--- config.mk ---
export PLATFORM = sky130hd
export DESIGN_NAME = activation_lut_loader
export DESIGN_NICKNAME = d
export VERILOG_FILES = /design/src/rtl/activation_lut_loader.sv
export SDC_FILE = /design/constraint.sdc
export NUM_CORES = 1
export LEC_CHECK = 0
export ABC_AREA = 1
export BUFFER_PORTS_ARGS = -buffer_cell sky130_fd_sc_hd__buf_2
export CORE_MARGIN = 5
export CORE_UTILIZATION = 60
export CTS_CLUSTER_SIZE = 24
export DETAILED_ROUTE_END_ITERATION = 8
export GPL_ROUTABILITY_DRIVEN = 0
export PLACE_DENSITY = 0.78
export SYNTH_ARGS = -nofsm -noshare
export SYNTH_HDL_FRONTEND = slang
export SYNTH_SLANG_ARGS = --single-unit
--- constraint.sdc ---
create_clock -name i_clk -period 11.83 [get_ports i_clk]
set_input_delay 1.7745 -clock i_clk [delete_from_list [all_inputs] [get_ports i_clk]]
set_output_delay 1.7745 -clock i_clk [all_outputs]
set_load 0.005 [all_outputs]
--- src/rtl/activation_lut_loader.sv ---
// Write side of the activation-function LUT: serial valid/ready loader into a
// DEPTH-entry register file, with a combinational (base, next_data) read port.
module activation_lut_loader #(
    parameter int DATA_W = 8,
    parameter int ADDR_W = 4
) (
    input  logic              i_clk,
    input  logic              i_rst,
    input  logic              i_load_start,
    input  logic              i_wr_valid,
    output logic              o_wr_ready,
    input  logic [DATA_W-1:0] i_wr_data,
    output logic [ADDR_W:0]   o_load_count,
    output logic              o_load_done,
    output logic              o_table_valid,
    input  logic [ADDR_W-1:0] i_address,
    output logic [DATA_W-1:0] o_base,
    output logic [DATA_W-1:0] o_next_data
);
    localparam int DEPTH = 2**ADDR_W;

    typedef enum logic {S_IDLE, S_LOAD} state_t;

    state_t                        r_state, w_state_nxt;
    logic [ADDR_W-1:0]             r_wr_ptr;
    logic [ADDR_W:0]               r_load_count;
    logic                          r_load_done;
    logic                          r_table_valid;
    logic [DEPTH-1:0][DATA_W-1:0]  r_mem;
    logic                          w_xfer;
    logic                          w_last;
    logic [ADDR_W-1:0]             w_next_addr;

    // A restart in the same cycle as a transfer discards the transfer.
    assign w_xfer = i_wr_valid & o_wr_ready & ~i_load_start;
    assign w_last = w_xfer & (r_wr_ptr == ADDR_W'(DEPTH-1));

    always_ff @(posedge i_clk or posedge i_rst) begin
        if (i_rst) r_state <= S_IDLE;
        else       r_state <= w_state_nxt;
    end

    always_comb begin
        w_state_nxt = r_state;
        case (r_state)
            S_IDLE:  if (i_load_start) w_state_nxt = S_LOAD;
            S_LOAD:  if (w_last)       w_state_nxt = S_IDLE;
            default: w_state_nxt = S_IDLE;
        endcase
    end

    always_comb begin
        o_wr_ready = (r_state == S_LOAD);
    end

    always_ff @(posedge i_clk or posedge i_rst) begin
        if (i_rst) begin
            r_wr_ptr      <= '0;
            r_load_count  <= '0;
            r_load_done   <= 1'b0;
            r_table_valid <= 1'b0;
            r_mem         <= '0;
        end else begin
            r_load_done <= w_last;
            if (i_load_start) begin
                r_wr_ptr      <= '0;
                r_load_count  <= '0;
                r_table_valid <= 1'b0;
            end else if (w_xfer) begin
                r_mem[r_wr_ptr] <= i_wr_data;
                r_wr_ptr        <= r_wr_ptr + ADDR_W'(1);
                r_load_count    <= r_load_count + (ADDR_W+1)'(1);
                if (w_last) r_table_valid <= 1'b1;
            end
        end
    end

    // Top entry saturates rather than wrapping to entry 0.
    assign w_next_addr = (i_address == ADDR_W'(DEPTH-1)) ? i_address : i_address + ADDR_W'(1);

    assign o_base        = r_mem[i_address];
    assign o_next_data   = r_mem[w_next_addr];
    assign o_load_count  = r_load_count;
    assign o_load_done   = r_load_done;
    assign o_table_valid = r_table_valid;

endmodule

Yosys cells after proc, flatten, opt, wreduce, memory -nomap -nowiden
Cells that the tools add are included.
{"block": "totals", "elab_cells": 58, "in_bits": 16, "out_inout_bits": 24, "ff_bits": 140}
{"block": "classes", "n_reduce_logical": 5, "bitwise_logic": 5, "n_eq_ne": 2, "n_addsub": 3, "n_mux": 18, "n_lt_le_gt_ge": 4}
{"operator": "bitwise mux 128 bit", "count": 1}
{"operator": "binary-select mux 8 bit (select 4 bit)", "count": 2}
{"operator": "demux 8 bit (select 4 bit)", "count": 1}
{"operator": "two-way mux 8 bit", "count": 3}
{"operator": "less-than comparator 4 x 5 -> 1 bit (second input constant)", "count": 3}
{"operator": "two-way mux 4 bit", "count": 3}
{"operator": "two-way mux 5 bit", "count": 2}
{"operator": "adder 4 x 1 -> 4 bit (second input constant)", "count": 2}
{"operator": "== test 4 bit (second input constant)", "count": 2}
{"operator": "adder 5 x 1 -> 5 bit (second input constant)", "count": 1}
{"operator": "two-way mux 1 bit", "count": 5}
{"operator": "greater-or-equal comparator 4 x 1 -> 1 bit (second input constant)", "count": 1}
{"operator": "AND reduction 2 bit", "count": 2}
{"operator": "nonzero test 2 bit", "count": 2}
{"operator": "AND 1 bit", "count": 3}
{"operator": "inverter 1 bit", "count": 2}
{"operator": "one-hot mux 1 bit (2 select lines)", "count": 1}
{"operator": "logical AND 1 bit", "count": 1}

Longest topological paths before layout
Gate-level depths: netlist of the first run.
{"block": "logic_depth", "depth_word": 6, "depth_mapped": 12, "depth_no_buf": 9}

Worst setup path after synthesis of the first run
Ideal clock, no wire load.
{"block": "synth_path", "path_kind": "input-to-output", "startpoint": "input i_address[0]", "endpoint": "output o_next_data[2]", "path_stages": 12, "path_slack_ns": 7.011, "required_ns": 10.056, "path_buffers": 3, "arrival_time_ns": 3.044, "cell_sequence": "ha_1 > buf_4 > nand3_4 > nand2_2 > nand2_1 > buf_6 > buf_2 > nand2_1 > nand3_1 > nand3_1 > nand3_1 > nand2_1"}
{"block": "synth_between", "elab_chain_len": 4, "elab_cells_between_ends": 5, "cone_classes": "add/sub: 1; eq/ne: 1; mux: 3"}
{"item": "from (decl)", "line": "16", "source": "input logic [ADDR_W-1:0] i_address,"}
{"item": "adder 4 x 1 -> 4 bit or == test 4 bit (tied branches)", "line": "79", "source": "assign w_next_addr = (i_address == ADDR_W'(DEPTH-1)) ? i_address : i_address + ADDR_W'(1);"}
{"item": "two-way mux 4 bit *", "line": "79"}
{"item": "binary-select mux 8 bit (select 4 bit) *", "line": "82", "source": "assign o_next_data = r_mem[w_next_addr];"}
{"item": "two-way mux 8 bit (implied by the code) *", "line": "82"}
{"item": "to (decl)", "line": "18", "source": "output logic [DATA_W-1:0] o_next_data"}
Every way passes the cells marked *; elsewhere a longest branch is shown, timed or not. The select of a mux whose other input is x is not followed.

Worst setup path after layout of the first run
{"block": "layout_path", "startpoint": "input i_address[0]", "endpoint": "output o_next_data[0]"}
The elaborated chain is that of the path after synthesis.

==> impl_metrics.py, run 1 <==
metrics = {
    "run_status": {
        "status": "finished clean",
    },
    "synth": {
        "synth-seq-area-share": 0.433,
        "synth_top_cell_area_share": 0.433,
        "synth.lib_cells_used.distinct": 29,
        "yosysWarnings": 0,
        "async_reset_ff_frac": 1.00,
        "synth_top_flop_cell": "sky130_fd_sc_hd__dfrtp_1",
        "mappedNetlistNets": 1163,
        "postSynthAreaPerCell_um2": 7.10,
        "synth_area_um2": 8100,
        "synth_area_leaders": "sky130_fd_sc_hd__dfrtp_1, sky130_fd_sc_hd__nand2_1, sky130_fd_sc_hd__o21ai_0, sky130_fd_sc_hd__nand3_1, sky130_fd_sc_hd__inv_1",
        "synth_seq_cells": 140,
        "yosysMostFrequentCell": "sky130_fd_sc_hd__nand2_1",
        "synthesis.instances": 1141,
        "synth_top_area_cell": "sky130_fd_sc_hd__dfrtp_1",
        "synth_top_cells_by_count": "sky130_fd_sc_hd__nand2_1, sky130_fd_sc_hd__o21ai_0, sky130_fd_sc_hd__nand3_1, sky130_fd_sc_hd__inv_1, sky130_fd_sc_hd__dfrtp_1",
        "synth-edff-count": 0,
    },
    "floorplan": {
        "floorplan.io_pins": 40,
        "fp-row-count": 42,
        "floorplan.initialDensity": 0.611,
        "die_h_um": 126,
        "overall_die_width_um": 126,
        "floorplan.die_area_um2": 15900,
        "core_area_um2": 13200,
    },
    "global_routing": {
        "grt_start_max_net_pins": 91,
        "grt_overflow_total": 0,
        "grt_pass1_wl_um": 39300,
        "antenna_found_initial": 0,
        "grt_pass1_vias": 7199,
        "grt_util_all_layers": 0.315,
    },
    "worst_hold_path": {
        "min-delay-path-class": "reg2reg",
    },
    "clock_network": {
        "clock_tree_from_tritoncts": "built",
        "clock_latency_ps": 430,
        "cts_setup_buffers": 0,
        "cts_hold_repair.buffers": 0,
        "cts.root.buffer_cell": "sky130_fd_sc_hd__clkbuf_16",
        "cts.path.max_buffers": 2,
        "worst_setup_hold_path_clk_slew_ps": 60,
        "ctsResizeCount": 0,
        "htree_num_levels": 4,
        "numCtsBuffers": 17,
        "tritoncts_num_sinks": 140,
    },
    "sta": {
        "timing.max_slew.rel_slack": 0.256,
        "slew_violations": 0,
        "min_period_ps": 6940,
        "maxClockFrequency_mhz": 144,
        "tightest_slew_ps": 1110,
        "total_negative_slack_ps": 0,
        "finalWorstSetupSlack_ps": 4890,
        "setup-violations-final": 0,
        "timing.final.hold_violations": 0,
        "rsz_0062_raised_after_global_routing": "false",
        "final_worst_path_cycle_share": 0.586,
        "final.setup_skew_ps": 12.2,
    },
    "final_layout": {
        "drive_gt1_frac": 0.0815,
        "design.final.nets": 1151,
        "stdcell_area_um2": 8790,
        "antenna_cells_inserted": 0,
        "fillers": 1145,
        "flow.area_growth_from_synthesis_pct": 8.56,
        "final_util": 0.664,
    },
    "worst_setup_path": {
        "r2r_slack_ps": 9570,
        "largest_fanout_on_the_critical_path": 69,
        "critical_path_arrival_ps": 5160,
        "critPathTopFamily": "simple AND/OR/NAND/NOR gates",
        "cpPeakStageDelay_ps": 910,
        "start_kind": "primary input",
        "worst-endpoint-required_ps": 10060,
        "crit_path_top_delay_cell": "sky130_fd_sc_hd__nand2_2",
        "most_frequent_cell_on_the_critical_path": "sky130_fd_sc_hd__nand3_1",
        "timing.setup.critical_path_class": "in2out",
        "cells_traversed_along_the_worst_timing_path": "buf_2, buf_4, inv_2, nand4_2, nand2_2, nand2_1, nand3_1, nand3_1, nand3_1, nand2_1, buf_2",
        "timing.critical_path.to_type": "output port",
        "critPathBufInv": 4,
    },
    "place": {
        "dpl.hpwl_um": 15900,
        "placed_area_um2": 8170,
        "place_ws_ps": 5090,
        "numPortBuffers": 39,
    },
    "routing": {
        "totalWireLength_um": 24500,
        "detailedRoute.firstPassIterationCount": 9,
        "drt_iter0_drc": 1411,
        "drc": 0,
        "route.vias.total": 7934,
        "detail_route.vias_per_cell": 6.02,
        "route.antenna.remaining_nets": 0,
        "drt-wirelength-per-cell_um": 18.6,
    },
    "pwr": {
        "vdd_ir_drop_max_v": 0.000113,
        "power.density_cell_area_nw_per_um2": 150,
        "leakage_nw": 4.17,
    },
    "flow_run": {
        "drv.max_cap_violation_count": 0,
    },
}
==> placed cells by master (no fill, tap or decap), types with 2 or more instances in the layout <==
master / count
sky130_fd_sc_hd__nand2_1: 281
sky130_fd_sc_hd__o21ai_0: 197
sky130_fd_sc_hd__nand3_1: 177
sky130_fd_sc_hd__inv_1: 153
sky130_fd_sc_hd__dfrtp_1: 140
sky130_fd_sc_hd__a21oi_1: 69
sky130_fd_sc_hd__buf_2: 39
sky130_fd_sc_hd__clkbuf_16: 17
sky130_fd_sc_hd__nor2_1: 14
sky130_fd_sc_hd__ha_1: 6
sky130_fd_sc_hd__nand2_2: 4
sky130_fd_sc_hd__clkbuf_8: 4
sky130_fd_sc_hd__buf_4: 4
sky130_fd_sc_hd__inv_6: 3
sky130_fd_sc_hd__nor2_2: 3
sky130_fd_sc_hd__nand4_1: 3
sky130_fd_sc_hd__inv_2: 3
sky130_fd_sc_hd__bufinv_16: 3
sky130_fd_sc_hd__o211ai_1: 2
sky130_fd_sc_hd__nor3_2: 2
sky130_fd_sc_hd__nor3_1: 2
sky130_fd_sc_hd__xnor2_1: 2
sky130_fd_sc_hd__o21ai_2: 2
sky130_fd_sc_hd__clkinv_2: 2
==> final cells by class <==
| cell class | count | area (um2) | share of cell area |
|---|---|---|---|
| repair buffers | 43 | 225 | 0.0256 |
| flip-flops and latches | 140 | 3500 | 0.399 |
| inverters | 158 | 598 | 0.0680 |
| clock buffers | 22 | 484 | 0.0551 |
| well taps | 176 | 220 | 0.0250 |
| multi-input cells | 769 | 3630 | 0.412 |
| clock inverters | 9 | 134 | 0.0152 |
==> cell families after synthesis <==
kind of cell / Yosys count / share of synthesized area
AND/OR/NAND/NOR: 490 / 0.265
AO/OA/AOI/OAI: 271 / 0.170
buffers and inverters: 232 / 0.121
flip-flops: 140 / 0.433
adder cells (fa/ha/maj): 6 / 0.00927
XOR/XNOR: 2 / 0.00216
==> registers in the layout, summed over array words and instances, names as in the netlist <==
signal         count
r_mem            128
o_table_valid      1
o_load_done        1
r_wr_ptr           4
o_wr_ready         1
o_load_count       5
==> where the power goes <==
group / switching [W] / total, W / internal, W
logic: 0.000147 / 0.000217 / 0.0000694
registers: 0.0000266 / 0.000542 / 0.000516
clock network: 0.000207 / 0.000560 / 0.000353
==> path summary, 6_finish.rpt <==
path                                             startpoint                     endpoint  depth (start not counted)
worst min-delay path            o_load_count[4]$_DFFE_PP0P_  o_load_count[4]$_DFFE_PP0P_                          1
worst max-delay path                           i_address[0]               o_next_data[0]                         11
worst max register to register      r_wr_ptr[1]$_DFFE_PP0P_       r_mem[103]$_DFFE_PP0P_                          6
min in group asynchronous                             i_rst        r_mem[60]$_DFFE_PP0P_                          2
max in group asynchronous                             i_rst        r_mem[88]$_DFFE_PP0P_                          3
worst min register to register  o_load_count[4]$_DFFE_PP0P_  o_load_count[4]$_DFFE_PP0P_                          1
==> per-layer routing <==
| metal | track usage | vias up | part of all wire |
|---|---|---|---|
| li1 | - | 3667 | - |
| met1 | 0.430 | 3655 | 0.40 |
| met2 | 0.461 | 515 | 0.43 |
| met3 | 0.0881 | 97 | 0.11 |
| met4 | 0.160 | 0 | 0.052 |
| met5 | 0 | - | 0 |
==> stage by stage <==
step	hold WS (ps)	power [W]	std cells
6_report	466	0.00132	1317
5_1_grt	501	0.00138	1317
4_1_cts	465	0.00132	1317
3_5_place_dp	454	0.000758	1286
3_3_place_gp	450	0.000753	1286
2_1_floorplan	453	0.000697	1141
(Power assumes the default switching activity.)
==> run 2: changes to the inputs <==
Settings changed: ABC_AREA 1 to 0.
Clock period 11.83 ns to 7.2 ns, I/O delays scaled along.
==> run 2 against run 1 <==
Net effect: clock power up 63%; highest routed layer unchanged; sequential cell count unchanged; hold slack better by 63 ps; sequential share of layout area up 0.83 points; via count down 32%; global-route usage down 2.8 points; largest cell class unchanged; clock-buffer cell count unchanged; area after synthesis down 4.2%; sequential power up 67%; largest power group unchanged; critical path type unchanged; final area down 2.0%.
==> impl_metrics.py, run 2 <==
metrics = {
    "run_status": {
        "status": "finished clean",
    },
    "clock_network": {
        "worst_setup_hold_path_clk_slew_ps": 50,
        "tritoncts_num_sinks": 140,
        "cts_setup_buffers": 0,
        "cts_hold_repair.buffers": 0,
        "cts.path.max_buffers": 2,
        "ctsResizeCount": 0,
        "htree_num_levels": 4,
        "numCtsBuffers": 17,
        "clock_tree_from_tritoncts": "built",
        "cts.root.buffer_cell": "sky130_fd_sc_hd__clkbuf_16",
        "clock_latency_ps": 430,
    },
    "final_layout": {
        "multiInputGateArea_um2": 4020,
        "largest_register_ffs": 128,
        "mostFrequentLayoutCells": "sky130_fd_sc_hd__dfrtp_1, sky130_fd_sc_hd__mux2_2, sky130_fd_sc_hd__mux4_2, sky130_fd_sc_hd__mux2i_1, sky130_fd_sc_hd__buf_2",
        "drive_gt1_frac": 0.403,
        "top_register": "r_mem",
        "layout_commonest_cell": "sky130_fd_sc_hd__dfrtp_1",
        "fillers": 949,
        "flow.area_growth_from_synthesis_pct": 11.0,
        "stdcell_area_um2": 8610,
        "finish.cell_count_without_fillers": 798,
        "design.final.nets": 635,
        "ff_latch_area_um2": 3500,
    },
    "routing": {
        "drc": 0,
        "totalWireLength_um": 20300,
        "drt_iter0_drc": 570,
        "drt-wirelength-per-cell_um": 25.5,
        "route.vias.total": 5420,
        "route.antenna.remaining_nets": 0,
        "detail_route.vias_per_cell": 6.79,
        "detailedRoute.firstPassIterationCount": 5,
    },
    "synth": {
        "synth-seq-area-share": 0.452,
        "postSynthAreaPerCell_um2": 13.1,
        "yosysMostFrequentCell": "sky130_fd_sc_hd__dfrtp_1",
        "synth_top_area_cell": "sky130_fd_sc_hd__dfrtp_1",
        "synth_top_flop_cell": "sky130_fd_sc_hd__dfrtp_1",
        "async_reset_ff_frac": 1.00,
        "synth_top_cells_by_count": "sky130_fd_sc_hd__dfrtp_1, sky130_fd_sc_hd__mux2_2, sky130_fd_sc_hd__mux2i_1, sky130_fd_sc_hd__mux4_2, sky130_fd_sc_hd__nor2_1",
        "synthesis.instances": 593,
        "synth_top_cell_area_share": 0.452,
        "synth_area_um2": 7750,
        "synth_area_leaders": "sky130_fd_sc_hd__dfrtp_1, sky130_fd_sc_hd__mux2_2, sky130_fd_sc_hd__mux4_2, sky130_fd_sc_hd__mux2i_1, sky130_fd_sc_hd__o22ai_1",
        "synth.lib_cells_used.distinct": 52,
        "synth_seq_cells": 140,
        "yosysWarnings": 0,
        "synth-edff-count": 0,
        "mappedNetlistNets": 615,
    },
    "global_routing": {
        "grt_pass1_wl_um": 32100,
        "grt_util_all_layers": 0.287,
        "grt_start_max_net_pins": 78,
        "grt_pass1_vias": 5712,
        "antenna_found_initial": 1,
        "grt_overflow_total": 0,
    },
    "worst_setup_path": {
        "crit_path_top_delay_cell": "sky130_fd_sc_hd__ha_1",
        "worst-endpoint-required_ps": 6120,
        "cpPeakStageDelay_ps": 1130,
        "critPathTopFamily": "adder cells",
        "critPathBufInv": 2,
        "largest_fanout_on_the_critical_path": 27,
        "timing.critical_path.to_type": "output port",
        "start_kind": "primary input",
        "cells_traversed_along_the_worst_timing_path": "buf_4, ha_1, a31oi_4, mux2i_2, o22ai_1, o311ai_1, buf_2",
        "timing.setup.critical_path_class": "in2out",
        "critical_path_arrival_ps": 4230,
    },
    "place": {
        "placedCellCount": 766,
        "numPortBuffers": 39,
        "placed_area_um2": 7990,
        "dpl.hpwl_um": 12900,
        "place_ws_ps": 1950,
    },
    "pwr": {
        "power.density_cell_area_nw_per_um2": 247,
        "vdd_ir_drop_max_v": 0.000173,
        "leakage_nw": 4.05,
    },
    "sta": {
        "finalWorstSetupSlack_ps": 1890,
        "min_period_ps": 5310,
        "rsz_0062_raised_after_global_routing": "false",
        "slew_violations": 0,
        "final_worst_path_cycle_share": 0.737,
        "whs_ps": 529,
        "final.setup_skew_ps": 9.62,
        "maxClockFrequency_mhz": 188,
        "setup-violations-final": 0,
        "tightest_slew_ps": 1240,
        "timing.max_slew.rel_slack": 0.176,
        "total_negative_slack_ps": 0,
        "timing.final.hold_violations": 0,
    },
    "floorplan": {
        "overall_die_width_um": 124,
        "floorplan.io_pins": 40,
        "die_h_um": 124,
        "core_area_um2": 12700,
        "floorplan.die_area_um2": 15300,
        "floorplan.initialDensity": 0.612,
        "fp-row-count": 41,
    },
    "flow_run": {
        "drv.max_cap_violation_count": 0,
    },
    "worst_hold_path": {
        "min-delay-path-class": "reg2reg",
    },
}
## run 2: power by group
group / total [W] / internal, W / switching [W] / leakage (nW)
clock network: 0.000910 / 0.000580 / 0.000330 / 0.295
logic: 0.000314 / 0.000157 / 0.000157 / 1.86
registers: 0.000904 / 0.000851 / 0.0000533 / 1.90
## run 2: area by class of cell
cell class / count / share of cell area
Sequential cell: 140 / 0.407
Multi-Input combinational cell: 406 / 0.467
Clock inverter: 9 / 0.0157
Clock buffer: 22 / 0.0562
Tap cell: 172 / 0.0250
Inverter: 6 / 0.00320
Timing Repair Buffer: 42 / 0.0256
Antenna cell: 1 / 0.000291
## run 2: cells by family (layout without fill, tap and decap cells)
family | count (synthesis) | after routing | synth area share
DFF | 140 | 140 | 0.452
and+or+nand+nor | 116 | 116 | 0.0771
muxes | 214 | 214 | 0.366
xor gates and xnor gates | 7 | 7 | 0.00791
AOI/OAI and AO/OA | 63 | 63 | 0.0584
adders and majority gates | 6 | 6 | 0.00968
other | 0 | 1 | 0
buffers and inverters | 47 | 79 | 0.0295
## run 2: worst paths after layout
| path | from | end | slack [ps] | cells past startpoint |
|---|---|---|---|---|
| setup / recovery | i_address[0] | o_next_data[2] | 1890 | 7 |
| hold / removal | r_mem[32]$_DFFE_PP0P_ | r_mem[32]$_DFFE_PP0P_ | 530 | 1 |
| setup reg to reg | o_wr_ready$_DFF_PP0_ | r_mem[110]$_DFFE_PP0P_ | 4610 | 4 |
| hold reg to reg | r_mem[32]$_DFFE_PP0P_ | r_mem[32]$_DFFE_PP0P_ | 530 | 1 |
| max in group asynchronous | i_rst | r_mem[0]$_DFFE_PP0P_ | 5110 | 3 |
| min in group asynchronous | i_rst | r_wr_ptr[2]$_DFFE_PP0P_ | 710 | 2 |
## run 2: metal layers
layer / global-route usage / vias to the layer above / wire (um)
li1: - / 2302 / -
met1: 0.379 / 2807 / 8260
met2: 0.439 / 256 / 9870
met3: 0.0758 / 55 / 1460
met4: 0.149 / 0 / 731
met5: 0 / - / 0
## run 2: per-stage QoR
stage	util	power, W
after floorplan	-	0.00113
after global routing	0.680	0.00221
after detailed placement	0.630	0.00122
after global placement	0.630	0.00121
final	0.680	0.00213
after CTS	0.679	0.00214
